[src/rtl/register_writeback_arbiter.sv]
// Writeback arbiter: two producers with one-entry holding slots share the single registered
// register-file write port under round-robin. Optional WRITEBACK_PENDING_MASK_EN adds a pending-register mask.
module register_writeback_arbiter #(
   parameter int DATA_WIDTH   = 32,
   parameter int SELECT_WIDTH = 5,
   parameter bit DROP_ZERO    = 1'b1
) (
   input  logic                    CLK,
   input  logic                    RESET_N,
   input  logic                    in_valid_0,
   output logic                    out_ready_0,
   input  logic [SELECT_WIDTH-1:0] in_write_register_select_0,
   input  logic [DATA_WIDTH-1:0]   in_write_data_0,
   input  logic                    in_valid_1,
   output logic                    out_ready_1,
   input  logic [SELECT_WIDTH-1:0] in_write_register_select_1,
   input  logic [DATA_WIDTH-1:0]   in_write_data_1,
`ifdef WRITEBACK_PENDING_MASK_EN
   output logic [2**SELECT_WIDTH-1:0] out_pending_mask,
`endif
   output logic                    out_write_enable,
   output logic [SELECT_WIDTH-1:0] out_write_register_select,
   output logic [DATA_WIDTH-1:0]   out_write_data,
   output logic                    out_busy
);

   logic                    slot_valid_0, slot_valid_1;
   logic [SELECT_WIDTH-1:0] slot_sel_0, slot_sel_1;
   logic [DATA_WIDTH-1:0]   slot_data_0, slot_data_1;
   logic                    last_grant;
   logic                    grant_0, grant_1;
   logic                    accept_0, accept_1;
   logic                    drop_0, drop_1;

   // Round-robin over occupied slots only; on a tie the slot that did not win last time goes.
   assign grant_0 = slot_valid_0 && (!slot_valid_1 || last_grant);
   assign grant_1 = slot_valid_1 && (!slot_valid_0 || !last_grant);

   // Handshake: a transfer happens on a posedge where in_valid_i && out_ready_i; ready is a
   // function of slot state only (empty, or being drained this cycle), never of in_valid_i.
   assign out_ready_0 = !slot_valid_0 || grant_0;
   assign out_ready_1 = !slot_valid_1 || grant_1;

   assign accept_0 = in_valid_0 && out_ready_0;
   assign accept_1 = in_valid_1 && out_ready_1;
   assign drop_0   = DROP_ZERO && (in_write_register_select_0 == '0);
   assign drop_1   = DROP_ZERO && (in_write_register_select_1 == '0);

   assign out_busy = slot_valid_0 || slot_valid_1 || out_write_enable;

   always_ff @(posedge CLK or negedge RESET_N) begin
      if (!RESET_N) begin
         slot_valid_0 <= 1'b0;
         slot_sel_0   <= '0;
         slot_data_0  <= '0;
      end else if (accept_0 && !drop_0) begin
         slot_valid_0 <= 1'b1;
         slot_sel_0   <= in_write_register_select_0;
         slot_data_0  <= in_write_data_0;
      end else if (grant_0) begin
         slot_valid_0 <= 1'b0;
      end
   end

   always_ff @(posedge CLK or negedge RESET_N) begin
      if (!RESET_N) begin
         slot_valid_1 <= 1'b0;
         slot_sel_1   <= '0;
         slot_data_1  <= '0;
      end else if (accept_1 && !drop_1) begin
         slot_valid_1 <= 1'b1;
         slot_sel_1   <= in_write_register_select_1;
         slot_data_1  <= in_write_data_1;
      end else if (grant_1) begin
         slot_valid_1 <= 1'b0;
      end
   end

   // Select and data hold their last values when idle; only the enable drops.
   always_ff @(posedge CLK or negedge RESET_N) begin
      if (!RESET_N) begin
         last_grant                <= 1'b1;
         out_write_enable          <= 1'b0;
         out_write_register_select <= '0;
         out_write_data            <= '0;
      end else if (grant_0) begin
         last_grant                <= 1'b0;
         out_write_enable          <= 1'b1;
         out_write_register_select <= slot_sel_0;
         out_write_data            <= slot_data_0;
      end else if (grant_1) begin
         last_grant                <= 1'b1;
         out_write_enable          <= 1'b1;
         out_write_register_select <= slot_sel_1;
         out_write_data            <= slot_data_1;
      end else begin
         out_write_enable          <= 1'b0;
      end
   end

`ifdef WRITEBACK_PENDING_MASK_EN
   always_comb begin
      out_pending_mask = '0;
      if (slot_valid_0)     out_pending_mask[slot_sel_0] = 1'b1;
      if (slot_valid_1)     out_pending_mask[slot_sel_1] = 1'b1;
      if (out_write_enable) out_pending_mask[out_write_register_select] = 1'b1;
      if (DROP_ZERO)        out_pending_mask[0] = 1'b0;
   end
`endif

endmodule
[config.mk]
export PLATFORM = sky130hd
export DESIGN_NAME = register_writeback_arbiter
export DESIGN_NICKNAME = d
export VERILOG_FILES = /design/src/rtl/register_writeback_arbiter.sv
export SDC_FILE = /design/constraint.sdc
export NUM_CORES = 1
export LEC_CHECK = 0
export CORE_ASPECT_RATIO = 0.75
export CORE_MARGIN = 4
export CORE_UTILIZATION = 40
export DETAILED_ROUTE_END_ITERATION = 10
export PLACE_DENSITY = 0.66
export SETUP_SLACK_MARGIN = 0.2
export SLEW_MARGIN = 0
export SYNTH_ARGS = -nofsm -noshare
export SYNTH_HDL_FRONTEND = slang
export SYNTH_SLANG_ARGS = --single-unit
[constraint.sdc]
create_clock -name CLK -period 4.4 [get_ports CLK]
set_input_delay 0.88 -clock CLK [delete_from_list [all_inputs] [get_ports CLK]]
set_output_delay 0.88 -clock CLK [all_outputs]
set_load 0.005 [all_outputs]
---- Yosys cells after proc, flatten, opt, wreduce, memory -nomap -nowiden ----
Cells that the tools add are included.
word-level totals
  flip-flop bits (word level) ............. 115
  input port bits ......................... 78
  output and inout port bits .............. 41
  logic and storage cells ................. 44
operators by class
  muxes and demuxes ....................... 12
  reduce and logical (&&, ||, !) cells .... 22
operators with widths
  kind                count
  2-to-1 mux 32 bit   2
  logical NOT 5 bit   2
  2-to-1 mux 5 bit    2
  2-to-1 mux 1 bit    8
  logical AND 1 bit   6
  logical OR 1 bit    6
  nonzero test 2 bit  3
  logical NOT 1 bit   5

---- Logic depth before layout (Yosys ltp) ----
  word-level depth ........................ 7
  depth in mapped cells ................... 5
  mapped depth without buffers ............ 3

---- Least setup slack after synthesis ----
OpenSTA, ideal clock, no wires.
  path kind ............................... input -> register
  from .................................... in in_write_register_select_0[0]
  to ...................................... reg slot_data_0[16]
  setup time .............................. 125 ps
  arrival time ............................ 2,268 ps
  data required time ...................... 4,275 ps
  slack ................................... 2,007 ps
  stages on the path ...................... 4
  path buffers ............................ 1
  cell sequence ........................... or4_4 -> o211ai_4 -> buf_8 -> mux2_4
on the way
  word-level cells in the longest chain between the ends .. 3
RTL lines
  item                    RTL line  source
  start: declaration      12        input logic [SELECT_WIDTH-1:0] in_write_register_select_0,
  logical NOT 5 bit       46        assign drop_0 = DROP_ZERO && (in_write_register_select_0 == '0);
  logical NOT 1 bit       56        end else if (accept_0 && !drop_0) begin
  logical AND 1 bit       56
  end signal: assignment  59        slot_data_0 <= in_write_data_0;
  end: declaration        29        logic [DATA_WIDTH-1:0] slot_data_0, slot_data_1;
Every way passes these cells.
A chain may end at the register's enable or synchronous reset.

---- Worst setup path in the final report ----
  from .................................... in in_write_register_select_0[0]
  to ...................................... reg slot_data_0[13]
The elaborated chain is that of the path after synthesis.

==> summary.md <==
| Metric | Value |
|---|---|
| CP Capture Type | `flip-flop` |
| Hold buffer count at CTS | `0` |
| Hold slack final | `0.501 ns` |
| Top cells by area, synth | `dfrtp_1 57%, mux2_4 17%, a31oi_1 4.6%` |
| Post-cts resize count | `0` |
| Total negative slack | `0 ns` |
| Initial DRC count | `223` |
| Core Util, Final | `58.2%` |
| Outcome | `finished, final reports clean` |
| Final Max Slew Viols | `0` |
| GRT overflow | `0` |
| Final worst-path cycle share | `64.5%` |
| Htree depth | `4` |
| Max cap viols | `0` |
| Internal power | `0.00324 W` |
| Tot GR Track Use | `17.7%` |
| Setup Buffers After CTS | `0` |
| Top cell type's share of synthesized area | `57.3%` |
| Unique cell type count in the Yosys netlist | `23` |
| Flop and latch count out of synthesis | `115` |
| Clk_lat worst skew | `0.41 ns` |
| Longest Clk Path Bufs | `2` |
| CORE AREA | `0.0119 mm2` |
| Seq/Total Area, Yosys | `57.8%` |
| Comb power frac | `29.0%` |
| Total wire length | `12400 um` |
| I/O pin count | `119` |
| Post-route DRC | `0` |
| DIE HEIGHT | `105 um` |
| Unrepaired setup endpoints after global routing | `no` |
| Min cycle time layout | `2.84 ns` |
| Clk network pwr share | `33.8%` |
| Syn Nets | `461` |
| P per Cell Area | `648 mW/mm2` |
| Vias per cell | `5.18` |
| Core Rows | `34` |
| Fraction of layout cells with a size suffix above 1 | `23.3%` |
| Seq pwr share | `37.2%` |
| Synthesized area | `0.00498 mm2` |
| Num CTS Buffers | `17` |
| Clk slew on worst S/H paths | `0.05 ns` |
| Switching Fraction | `27.6%` |
| Diode count | `0` |
| Gpl congestion | `0.784` |
| Psw | `0.00123 W` |
| Initial antenna violation count | `0` |
| Post-DRT Antenna Nets | `0` |
| Starting Density | `42.0%` |
| Final setup viols | `0` |
| Synth Warn # | `0` |
| Die Span X | `137 um` |
| Vias in the first global route | `3698` |
| Detailed-route via count | `3482` |
| Avg Cell Area, Syn | `13.0 um2` |
| Critical path class | `primary input to flip-flop` |
| Total chip power | `0.00447 W` |
| Worst vdd ir | `0.270 mV` |
| Nets@finish | `575` |
| # port buffers | `118` |
| CP arrival | `3.12 ns` |
| Critical path launch point type | `primary input` |
| Synth area leader | `dfrtp_1` |
| Per-cell routed wire length | `18.4 um` |
| Slew Limit Headroom | `21.7%` |
| CP Data Required Time | `4.68 ns` |
| Syn-to-layout area delta | `38.7%` |
| Largest net degree at the start of global routing | `93` |
| Worst hold path type | `flip-flop to flip-flop` |
| CTS tree | `built` |
| Clk root buf | `clkbuf_16` |
| Max Freq | `352 MHz` |
| Pleak | `2.99 nW` |
| Slew @ Worst Pin | `1.17 ns` |
| Full die area | `0.0143 mm2` |
| CTS sink cnt | `115` |
| Clock skew | `0.00815 ns` |
| Crit path max fanout | `25` |
| Post-Synthesis Cells | `383` |
| DRT Pass-1 Iters | `5` |
| Hpwl dp | `7980 um` |
| Fin. Hold Viols | `0` |
| First-pass GRT wire length | `19700 um` |
[cell families after synthesis]
group                  Yosys count  synth area share (%)
AOI/OAI and AO/OA               81                  9.97
buffers and inverters           31                  3.69
DFF                            115                  57.8
muxes                           72                  20.7
and+or+nand+nor                 84                  7.86
[cells in the mapped netlist]
cell type / n
nand2b_1: 1
nor2b_1: 1
nand3b_1: 1
a21o_1: 1
mux2_2: 14
o21ai_1: 3
inv_1: 1
a31oi_1: 37
or2_2: 1
dfstp_2: 1
mux2_4: 58
clkbuf_1: 19
dfrtp_1: 114
buf_8: 6
or3_1: 1
o21ai_0: 36
nand2_1: 2
or4_4: 2
a32o_1: 2
nand3_1: 38
o211ai_4: 2
nor2_1: 37
buf_1: 5
[final cells by class]
class / count / area, um2
sequential: 115 / 2880
clock buffer: 24 / 512
multi-input combinational: 237 / 1920
timing repair buffer: 125 / 1240
tap: 162 / 203
fill: 902 / 4960
inverter: 1 / 3.75
clock inverter: 8 / 145
[worst max-delay path, stage by stage]
cell	delay [ns]
clkdlybuf4s50_1	0.42
or4_4	0.56
o211ai_4	0.57
buf_12	0.29
mux2_2	0.37
[per-stage QoR]
stage | cells | setup WS [ns] | instance area (um2)
after floorplan | 383 | 2.01 | 4980
after global placement | 640 | 1.19 | 6250
after detailed placement | 640 | 1.12 | 6250
after CTS | 672 | 1.53 | 6910
after global routing | 672 | 1.46 | 6910
final | 672 | 1.56 | 6910
[power groups by stage]
| stage | Combinational (W) | Clock [W] | Sequential [W] |
|---|---|---|---|
| after floorplan | 0.000714 | 0 | 0.00162 |
| after global placement | 0.00129 | 0 | 0.00166 |
| after detailed placement | 0.00131 | 0 | 0.00167 |
| after CTS | 0.00132 | 0.00153 | 0.00166 |
| after global routing | 0.00141 | 0.00158 | 0.00170 |
| final | 0.00130 | 0.00151 | 0.00166 |
[worst paths after layout]
path / from / to / slack (ns) / cells after the start
worst max-delay path: in_write_register_select_0[0] / slot_data_0[13] / 1.56 / 5
worst min-delay path: slot_data_1[3] / slot_data_1[3] / 0.50 / 1
worst max register to register: slot_valid_0 / out_write_data[23] / 2.13 / 4
worst min register to register: slot_data_1[3] / slot_data_1[3] / 0.50 / 1
max in group asynchronous: RESET_N / slot_data_0[13] / 2.73 / 2
min in group asynchronous: RESET_N / out_write_data[20] / 0.68 / 1
[state kept, by name (all words and copies together), names as in the netlist, 5 cells and up]
signal / flops
out_write_data: 32
out_write_register_select: 5
slot_data_0: 32
slot_data_1: 32
slot_sel_0: 5
slot_sel_1: 5
[cell usage in the layout (no fill, tap or decap), types with 2 or more instances in the layout]
cell,instances
clkdlybuf4s50_1,117
o21ai_1,3
clkinv_2,2
nor2_1,37
mux2_4,58
bufinv_16,4
mux2_2,14
a31oi_1,37
nand2_1,2
o21ai_0,36
a32o_1,2
buf_4,7
o211ai_4,2
clkbuf_16,17
nand3_1,38
clkinvlp_4,2
dfrtp_1,114
clkbuf_8,6
or4_4,2
[routing by layer]
metal	vias up	part of all wire [%]	GRT usage, %
li1	1616	-	-
met1	1731	49	25.5
met2	127	44	26.1
met3	8	6.4	5.52
met4	0	0.69	4.77
met5	-	0	0
No activity file was read; power rests on OpenSTA's default activity.
